--- src/rtl/dot_pkg.sv ---
// Shared types and helpers for the dot-product accumulator stage.
package dot_pkg;

    typedef enum logic {ST_EMPTY, ST_FULL} dot_acc_state_t;

    function automatic int unsigned acc_width_f(int unsigned in_w, int unsigned n);
        return in_w + $clog2(n);
    endfunction

endpackage

--- src/rtl/dot_acc_int_if.sv ---
// Beat-in / result-out handshake bundle for dot_acc_int.
interface dot_acc_int_if
    import dot_pkg::*;
#(
    parameter int unsigned in_width   = 21,
    parameter int unsigned max_blocks = 64,
    parameter int unsigned acc_width  = acc_width_f(in_width, max_blocks)
);
    localparam int unsigned cnt_width = $clog2(max_blocks + 1);

    logic                        i_valid;
    logic                        o_ready;
    logic signed [in_width-1:0]  i_dp;
    logic                        i_last;
    logic                        o_valid;
    logic                        i_ready;
    logic signed [acc_width-1:0] o_acc;
    logic [cnt_width-1:0]        o_cnt;
    logic                        o_ovf;

    modport slave (
        input  i_valid, i_dp, i_last, i_ready,
        output o_ready, o_valid, o_acc, o_cnt, o_ovf
    );

    modport master (
        output i_valid, i_dp, i_last, i_ready,
        input  o_ready, o_valid, o_acc, o_cnt, o_ovf
    );

endinterface

--- src/rtl/sat_add_int.sv ---
// Signed adder; saturates on overflow when DOT_ACC_SAT_EN is defined, wraps otherwise.
module sat_add_int #(
    parameter int unsigned width = 8
) (
    input  logic signed [width-1:0] a_i,
    input  logic signed [width-1:0] b_i,
    output logic signed [width-1:0] sum_o,
    output logic                    ovf_o
);

    logic signed [width-1:0] raw;

    always_comb begin
        raw   = a_i + b_i;
        ovf_o = (a_i[width-1] == b_i[width-1]) && (raw[width-1] != a_i[width-1]);
`ifdef DOT_ACC_SAT_EN
        if (ovf_o) begin
            sum_o = a_i[width-1] ? {1'b1, {(width-1){1'b0}}} : {1'b0, {(width-1){1'b1}}};
        end else begin
            sum_o = raw;
        end
`else
        sum_o = raw;
`endif
    end

endmodule

--- src/rtl/dot_acc_int.sv ---
// Accumulates signed partial dot products per group and emits a registered group result.
// Optional DOT_ACC_SAT_EN: saturating accumulation with a clamp held for the rest of the group.
module dot_acc_int
    import dot_pkg::*;
#(
    parameter int unsigned in_width   = 21,
    parameter int unsigned max_blocks = 64,
    parameter int unsigned acc_width  = acc_width_f(in_width, max_blocks)
) (
    input logic         i_clk,
    input logic         i_rst,
    dot_acc_int_if.slave bus
);

    localparam int unsigned cnt_width = $clog2(max_blocks + 1);
    localparam logic [cnt_width-1:0] cnt_max = cnt_width'(max_blocks);

    dot_acc_state_t              state_q, state_d;
    logic signed [acc_width-1:0] acc_q, acc_d;
    logic [cnt_width-1:0]        cnt_q, cnt_d;
    logic                        ovf_q, ovf_d;
    logic signed [acc_width-1:0] res_acc_q, res_acc_d;
    logic [cnt_width-1:0]        res_cnt_q, res_cnt_d;
    logic                        res_ovf_q, res_ovf_d;

    logic                        accept;
    logic signed [acc_width-1:0] dp_ext;
    logic signed [acc_width-1:0] add_sum;
    logic                        add_ovf;
    logic signed [acc_width-1:0] sum;
    logic                        sum_ovf;
    logic [cnt_width-1:0]        cnt_inc;
    logic                        cnt_err;

    assign accept  = bus.i_valid && bus.o_ready;
    assign dp_ext  = acc_width'(bus.i_dp);
    assign cnt_err = (cnt_q == cnt_max);
    assign cnt_inc = cnt_err ? cnt_q : cnt_q + cnt_width'(1);

    sat_add_int #(
        .width (acc_width)
    ) u_add (
        .a_i   (acc_q),
        .b_i   (dp_ext),
        .sum_o (add_sum),
        .ovf_o (add_ovf)
    );

`ifdef DOT_ACC_SAT_EN
    // Once a group has clamped, the accumulator is frozen at the clamp value.
    logic sat_q, sat_d;

    assign sum     = sat_q ? acc_q : add_sum;
    assign sum_ovf = sat_q | add_ovf;

    always_comb begin
        sat_d = sat_q;
        if (accept) begin
            sat_d = bus.i_last ? 1'b0 : sum_ovf;
        end
    end

    always_ff @(posedge i_clk or posedge i_rst) begin
        if (i_rst) begin
            sat_q <= 1'b0;
        end else begin
            sat_q <= sat_d;
        end
    end
`else
    logic unused_add_ovf;

    assign unused_add_ovf = add_ovf;
    assign sum            = add_sum;
    assign sum_ovf        = 1'b0;
`endif

    always_comb begin
        acc_d     = acc_q;
        cnt_d     = cnt_q;
        ovf_d     = ovf_q;
        res_acc_d = res_acc_q;
        res_cnt_d = res_cnt_q;
        res_ovf_d = res_ovf_q;
        if (accept) begin
            if (bus.i_last) begin
                res_acc_d = sum;
                res_cnt_d = cnt_inc;
                res_ovf_d = ovf_q | cnt_err | sum_ovf;
                acc_d     = '0;
                cnt_d     = '0;
                ovf_d     = 1'b0;
            end else begin
                acc_d = sum;
                cnt_d = cnt_inc;
                ovf_d = ovf_q | cnt_err | sum_ovf;
            end
        end
    end

    always_ff @(posedge i_clk or posedge i_rst) begin
        if (i_rst) begin
            state_q   <= ST_EMPTY;
            acc_q     <= '0;
            cnt_q     <= '0;
            ovf_q     <= 1'b0;
            res_acc_q <= '0;
            res_cnt_q <= '0;
            res_ovf_q <= 1'b0;
        end else begin
            state_q   <= state_d;
            acc_q     <= acc_d;
            cnt_q     <= cnt_d;
            ovf_q     <= ovf_d;
            res_acc_q <= res_acc_d;
            res_cnt_q <= res_cnt_d;
            res_ovf_q <= res_ovf_d;
        end
    end

    // A new last beat reloads FULL directly, so draining and refilling needs no bubble.
    always_comb begin
        state_d = state_q;
        unique case (state_q)
            ST_EMPTY: if (accept && bus.i_last) state_d = ST_FULL;
            ST_FULL: begin
                if (accept && bus.i_last) begin
                    state_d = ST_FULL;
                end else if (bus.i_ready) begin
                    state_d = ST_EMPTY;
                end
            end
            default: state_d = ST_EMPTY;
        endcase
    end

    always_comb begin
        bus.o_valid = (state_q == ST_FULL);
        bus.o_ready = (state_q == ST_EMPTY) || bus.i_ready;
    end

    assign bus.o_acc = res_acc_q;
    assign bus.o_cnt = res_cnt_q;
    assign bus.o_ovf = res_ovf_q;

endmodule

--- src/flat_wrapper.sv ---
// flat-port wrapper written by rule: the top's interface ports become plain ports
module dot_acc_int_flat import dot_pkg::*;
#(
    parameter int unsigned in_width   = 21,
    parameter int unsigned max_blocks = 64,
    parameter int unsigned acc_width  = acc_width_f(in_width, max_blocks)
)
  (i_clk, i_rst, bus_i_valid, bus_i_dp, bus_i_last, bus_i_ready, bus_o_ready, bus_o_valid, bus_o_acc, bus_o_cnt, bus_o_ovf);
  dot_acc_int_if #(.in_width(in_width), .max_blocks(max_blocks), .acc_width(acc_width)) bus_i ();
  input logic i_clk;
  input logic i_rst;
  input wire logic [$bits(bus_i.i_valid)-1:0] bus_i_valid;
  input wire logic [$bits(bus_i.i_dp)-1:0] bus_i_dp;
  input wire logic [$bits(bus_i.i_last)-1:0] bus_i_last;
  input wire logic [$bits(bus_i.i_ready)-1:0] bus_i_ready;
  output wire logic [$bits(bus_i.o_ready)-1:0] bus_o_ready;
  output wire logic [$bits(bus_i.o_valid)-1:0] bus_o_valid;
  output wire logic [$bits(bus_i.o_acc)-1:0] bus_o_acc;
  output wire logic [$bits(bus_i.o_cnt)-1:0] bus_o_cnt;
  output wire logic [$bits(bus_i.o_ovf)-1:0] bus_o_ovf;
  assign bus_i.i_valid = bus_i_valid;
  assign bus_i.i_dp = bus_i_dp;
  assign bus_i.i_last = bus_i_last;
  assign bus_i.i_ready = bus_i_ready;
  assign bus_o_ready = bus_i.o_ready;
  assign bus_o_valid = bus_i.o_valid;
  assign bus_o_acc = bus_i.o_acc;
  assign bus_o_cnt = bus_i.o_cnt;
  assign bus_o_ovf = bus_i.o_ovf;
  dot_acc_int #(.in_width(in_width), .max_blocks(max_blocks), .acc_width(acc_width)) u_core (.i_clk(i_clk), .i_rst(i_rst), .bus(bus_i));
endmodule
--- config.mk ---
export PLATFORM = sky130hd
export DESIGN_NAME = dot_acc_int_flat
export DESIGN_NICKNAME = d
export VERILOG_FILES = /design/src/rtl/dot_pkg.sv /design/src/rtl/dot_acc_int_if.sv /design/src/rtl/sat_add_int.sv /design/src/rtl/dot_acc_int.sv /design/src/flat_wrapper.sv
export SDC_FILE = /design/constraint.sdc
export NUM_CORES = 1
export LEC_CHECK = 0
export CORE_MARGIN = 1.5
export CORE_UTILIZATION = 35
export CTS_CLUSTER_DIAMETER = 150
export DETAILED_ROUTE_END_ITERATION = 8
export PLACE_DENSITY = 0.68
export SYNTH_ARGS = -nofsm -noshare
export SYNTH_HDL_FRONTEND = slang
export SYNTH_SLANG_ARGS = --single-unit
--- constraint.sdc ---
create_clock -name i_clk -period 8.2 [get_ports i_clk]
set_clock_uncertainty 0.15 [all_clocks]
set_input_delay 1.23 -clock i_clk [delete_from_list [all_inputs] [get_ports i_clk]]
set_output_delay 1.23 -clock i_clk [all_outputs]
set_load 0.005 [all_outputs]
==> results of run 1 <==
[where the power goes]
part,internal (mW),total [mW],switching [mW]
combinational,0.438,0.837,0.399
sequential,0.483,0.560,0.0772
clock,0.269,0.423,0.154
[worst reg2reg max path, cell delays in order (launching register included)]
cell      delay, ns
dfrtp_1        0.41
ha_1           0.29
a21o_1         0.13
nand4_1        0.15
a21oi_1        0.25
o21ai_0        0.20
o31ai_1        0.61
a21boi_0       0.33
o21ai_0        0.30
xor2_1         0.12
mux2_2         0.27
[path summary, 6_finish.rpt]
check,startpoint,to,slack (ns),depth (start not counted)
min in group asynchronous,i_rst,u_core.bus.o_acc[6],1.35,3
hold / removal,u_core.bus.o_ovf,u_core.bus.o_ovf,0.33,2
hold reg to reg,u_core.bus.o_ovf,u_core.bus.o_ovf,0.33,2
max in group asynchronous,i_rst,u_core.acc_q[18],5.97,3
setup / recovery,bus_i_dp[1],u_core.bus.o_acc[25],3.90,11
setup reg to reg,u_core.acc_q[1],u_core.bus.o_acc[25],4.87,10
[synth_stat cells (all sizes together), types with 5 or more instances]
| master | count |
|---|---|
| nand2 | 40 |
| xnor2 | 17 |
| o21bai | 5 |
| dfrtp | 71 |
| a22o | 21 |
| xor2 | 14 |
| inv | 9 |
| o31ai | 6 |
| and3 | 7 |
| clkbuf | 12 |
| mux2 | 24 |
| a21o | 11 |
| nand3 | 9 |
| nor2 | 14 |
| a21oi | 25 |
| ha | 28 |
| o21ai | 34 |
[layer usage]
metal	share of wire [%]	routed length [um]
met1	48	4304
met2	47	4206
met5	0	0
met3	3.6	326
met4	1.1	98
[logic make-up (layout without fill, tap and decap cells)]
| kind of cell | Yosys count | count (layout) |
|---|---|---|
| AND/OR/NAND/NOR | 93 | 93 |
| multiplexers | 24 | 24 |
| XOR/XNOR | 31 | 31 |
| flip-flops | 71 | 71 |
| adder cells (fa/ha/maj) | 29 | 29 |
| AO/OA/AOI/OAI | 121 | 121 |
| buffers and inverters | 24 | 91 |
[area by class of cell]
| type | count | area [um2] | area share, % |
|---|---|---|---|
| multi-input combinational | 298 | 2193 | 42.50 |
| sequential | 71 | 1777 | 34.42 |
| timing repair buffer | 66 | 650.6 | 12.61 |
| clock buffer | 9 | 225.2 | 4.364 |
| tap | 143 | 178.9 | 3.467 |
| clock inverter | 7 | 102.6 | 1.988 |
| inverter | 9 | 33.78 | 0.6545 |
[state kept, by name, indices dropped and copies added, names as in the netlist]
| name | flops |
|---|---|
| u_core.acc_q | 27 |
| u_core.bus.o_acc | 27 |
| u_core.bus.o_cnt | 7 |
| u_core.bus.o_ovf | 1 |
| u_core.bus.o_valid | 1 |
| u_core.cnt_q | 7 |
| u_core.ovf_q | 1 |
==> results_dict.tcl, run 1 <==
set metrics [dict create \
    outcome "finished, final reports clean" \
    fp-row-count 39 \
    p_per_area_mw_per_mm2 352.8 \
    setup_viol 0 \
    ys_async_sr_fraction_pct 100.0 \
    critPathBufInv 1 \
    port_buffers 62 \
    p_total_mw 1.821 \
    clk_path_buf_depth 2 \
    yosysTopAreaCellShare_pct 43.45 \
    vias 3131 \
    grt.total_usage_pct 15.47 \
    synth_top_family_by_area "compound AO/OA/AOI/OAI gates" \
    overflow 0 \
    synth_compound_area_share_pct 20.41 \
    post_cts_buffers 0 \
    drtIter0Drc 125 \
    grt_first_pass_wirelength_um 15860 \
    synth_edf_count 0 \
    fillCellCount 1080 \
    ir_drop_v 0.0001755 \
    layout_commonest_cell "dfrtp_1" \
    worst_pin_slew_ns 0.8970 \
    route.detailed.drc 0 \
    synth.distinct_cells 47 \
    post-place-ws_ns 3.589 \
    layout-drive-gt1-share_pct 12.39 \
    clock.fmax_mhz 232.7 \
    htreeDepth 3 \
    synth_flop_cell "dfrtp_1" \
    globalRoute.busiestLayer "met2" \
    syn_nets 448 \
    final_cells 603 \
    synth-seq-area-share_pct 43.45 \
    synth_area_leaders "dfrtp_1, ha_1, mux2_2" \
    cts_tree "built" \
    synth_adder_area_share_pct 9.058 \
    grt_util_met3_pct 3.718 \
    ys_ff_latch 71 \
    first_global_vias 3293 \
    wire_per_inst_um 14.82 \
    cts_resized 0 \
    antenna_found_initial 0 \
    crit_slowest_cell "o31ai_1" \
    syn_area_mm2 0.004089 \
    synth_mux_area_share_pct 6.610 \
    p_leak_nw 2.317 \
    nets 510 \
    finalWorstSetupSlack_ns 3.902 \
    met1_usage_pct 19.60 \
    cp_common_cell "o21ai_0" \
    diodes 0 \
    clk_latency_ns 0.33 \
    numCtsBuffers 9 \
    clock-sinks 71 \
    final_hold_viol_count 0 \
    dp_cells 587 \
    finalCoreUtilization_pct 45.20 \
    relSlewSlack_pct 40.20 \
    startpoint_type "input pin" \
    fin_crit_sh_pct 52.41 \
    final_area_mm2 0.005161 \
    gp_congestion 0.8418 \
    synth_top_area_cell "dfrtp_1" \
    hold_buffers 0 \
    required_ns 8.26 \
    critPathTopFamily "compound AO/OA/AOI/OAI gates" \
    critical_path.cell_chain "clkdlybuf4s50_1, ha_1, a21o_1, nand4_1, a21oi_1, o21ai_0, o31ai_1, a21boi_0, o21ai_0, xor2_1, mux2_2" \
    path_class "in -> reg" \
    synth_cells 393 \
    grtUsageMet2_pct 25.97 \
    hpwl_um 6232 \
    postRouteAntennaNets 0 \
    yosys.area_share.simple_pct 10.92 \
    core_area_mm2 0.01142 \
    area_growth_pct 26.22 \
    die_h_um 111.1 \
    finalMaxSlewViolations 0 \
    dieArea_mm2 0.01234 \
    cp.arrival_ns 4.36 \
    top_level_ports 63 \
    slowest_delay_ns 0.61 \
    min_period_ns 4.298 \
    totalWireLength_um 8934 \
    hold_class "reg -> reg" \
    synth-xor-area-share_pct 6.640 \
    vias_per_cell 5.192 \
    fp.dieW_um 111.1 \
    layout_common_cells "dfrtp_1, clkdlybuf4s50_1, nand2_1" \
    dr.pass1.iters 4 \
    fin_hold_ws_ns 0.3270 \
    initial_core_util_pct 35.81 \
    end_kind "flop" \
    synth_area_per_cell_um2 10.40 \
    rsz0062_at_grt "false" \
    crit_fanout 4 \
    cts_root_buffer "clkbuf_16" \
    dpl_cell_area_mm2 0.004833 \
    grt_start_max_net_pins 72 \
    fin_tns_setup_ns 0 \
    clk_pin_slew_ns 0.06 \
    yosysWarnings 0 \
    cap_violations 0 \
]
Power figures use the tool's default switching activity.
==> inputs of run 2 (changes only) <==
==> constraint.sdc (replaced) <==
create_clock -name i_clk -period 4.04 [get_ports i_clk]
set_clock_uncertainty 0.15 [all_clocks]
set_input_delay 0.606 -clock i_clk [delete_from_list [all_inputs] [get_ports i_clk]]
set_output_delay 0.606 -clock i_clk [all_outputs]
set_load 0.005 [all_outputs]
==> run 2 against run 1 <==
Against the previous run:
- combinational power increased by 110%
- count of clock-buffer cells in the layout increased by 2
- worst setup slack got worse by 3.4 ns
- sequential share of layout area decreased by 0.16 points
- flip-flop and latch count unchanged
- wire length increased by 0.54%
- register-to-register slack got worse by 4.0 ns
- largest power group unchanged
==> results_dict.tcl, run 2 (synthesis results as in run 1) <==
set metrics [dict create \
    outcome "finished, final reports clean" \
    clk_pin_slew_ns 0.06 \
    postRouteAntennaNets 0 \
    finalWorstSetupSlack_ns 0.5308 \
    hold_buffers 0 \
    diodes 0 \
    finalCoreUtilization_pct 45.41 \
    htreeDepth 3 \
    relSlewSlack_pct 59.48 \
    p_per_area_mw_per_mm2 716.3 \
    clk_path_buf_depth 2 \
    layout-drive-gt1-share_pct 12.90 \
    startpoint_type "input pin" \
    drtIter0Drc 141 \
    overflow 0 \
    fp.dieW_um 111.1 \
    grt_first_pass_wirelength_um 15580 \
    gp_congestion 0.8421 \
    vias_per_cell 5.150 \
    wire_per_inst_um 14.77 \
    area_growth_pct 26.81 \
    dr.pass1.iters 4 \
    hold_depth 2 \
    clk_latency_ns 0.33 \
    cts_tree "built" \
    worstHoldEndpoint "u_core.bus.o_cnt[2]" \
    p_total_mw 3.714 \
    rsz0062_at_grt "false" \
    r2r-start "u_core.acc_q[0]" \
    reg2reg_depth 11 \
    r2r_end "u_core.acc_q[26]" \
    grt_start_max_net_pins 49 \
    crit_start "bus_i_dp[0]" \
    setup_viol 0 \
    cap_violations 0 \
    vias 3131 \
    hold_class "reg -> reg" \
    top_level_ports 63 \
    fin_tns_setup_ns 0 \
    first_global_vias 3215 \
    finalMaxSlewViolations 0 \
    p_leak_nw 2.334 \
    worstHoldStart "u_core.bus.o_cnt[2]" \
    final_hold_viol_count 0 \
    min_period_ns 3.509 \
    fp-row-count 39 \
    end_kind "flop" \
    fin_hold_ws_ns 0.3241 \
    port_buffers 62 \
    grt.total_usage_pct 15.57 \
    layout_common_cells "dfrtp_1, clkdlybuf4s50_1, nand2_1" \
    layout_commonest_cell "dfrtp_1" \
    cts_resized 0 \
    antenna_found_initial 0 \
    clock-sinks 71 \
    rrSetupSlack_ns 0.83 \
    totalWireLength_um 8982 \
    fin_crit_sh_pct 86.86 \
    path_class "in -> reg" \
    cts_root_buffer "clkbuf_16" \
    route.detailed.drc 0 \
    numCtsBuffers 9 \
    required_ns 4.11 \
    initial_core_util_pct 35.81 \
    cp.arrival_ns 3.58 \
    post_cts_buffers 0 \
    core_area_mm2 0.01142 \
    ir_drop_v 0.0004244 \
    nets 515 \
    die_h_um 111.1 \
    worst_pin_slew_ns 0.6079 \
    dieArea_mm2 0.01234 \
    post-place-ws_ns 0.1654 \
    hpwl_um 6421 \
    clock.fmax_mhz 285.0 \
    crit_fanout 4 \
]
run 2: cell count changes in the layout (fill, tap and decap cells not counted):
cell	delta
buf_4	+5
clkinv_4	-2
clkbuf_1	+2
inv_6	-1
clkinv_2	+1
run 2: per-stage QoR:
stage / area, um2 / instances
2_1_floorplan: 4089 / 393
3_3_place_gp: 4871 / 592
3_5_place_dp: 4871 / 592
4_1_cts: 5185 / 608
5_1_grt: 5185 / 608
6_report: 5185 / 608
run 2: final cells by class:
cell class                      count  area [um2]
Fill cell                        1097        6233
Multi-Input combinational cell    298        2193
Sequential cell                    71        1777
Timing Repair Buffer               71       688.2
Clock buffer                       11       232.7
Tap cell                          143       178.9
Clock inverter                      5       81.33
Inverter                            9       33.78
run 2: worst max-delay path, stage by stage:
cell and delay, ns:
clkdlybuf4s50_1 0.40, ha_1 0.23, fa_1 0.42, a21o_1 0.21, a221oi_2 0.37, a221oi_2 0.16, a2111oi_4 0.36, nor2_2 0.08
o221ai_2 0.17, xnor2_1 0.21, nor3b_1 0.09, a221o_1 0.27
run 2: worst max-delay path by stage:
| stage | cells after the start | slack, ns | to |
|---|---|---|---|
| global route | 12 | 0.33 | u_core.acc_q[26] |
| finish | 12 | 0.53 | u_core.acc_q[26] |
| CTS | 12 | 0.52 | u_core.acc_q[26] |
| global placement | 12 | 0.21 | u_core.acc_q[26] |
| floorplan | 11 | 0.76 | u_core.acc_q[26] |
| detailed placement | 12 | 0.17 | u_core.acc_q[26] |
run 2: power breakdown:
group	switching, mW	internal, mW
Combinational	0.822	0.912
Sequential	0.155	0.981
Clock	0.302	0.542
run 2: layer usage:
metal / GRT usage (%) / part of all wire (%) / vias up
met4: 5.485 / 1.3 / 0
met3: 3.718 / 3.9 / 11
met1: 20.38 / 47 / 1484
met2: 25.23 / 47 / 72
met5: 0 / 0 / -
li1: - / - / 1564
==> inputs of run 3 (changes only) <==
--- a/config.mk
+++ b/config.mk
@@ -5,11 +5,13 @@
 export SDC_FILE = /design/constraint.sdc
 export NUM_CORES = 1
 export LEC_CHECK = 0
+export CAP_MARGIN = 15
 export CORE_MARGIN = 1.5
 export CORE_UTILIZATION = 35
 export CTS_CLUSTER_DIAMETER = 150
 export DETAILED_ROUTE_END_ITERATION = 8
 export PLACE_DENSITY = 0.68
+export SETUP_SLACK_MARGIN = 0.2
 export SYNTH_ARGS = -nofsm -noshare
 export SYNTH_HDL_FRONTEND = slang
 export SYNTH_SLANG_ARGS = --single-unit
==> results of run 3 <==
No change in the layout: final DEF, timing and power equal those of run 2.
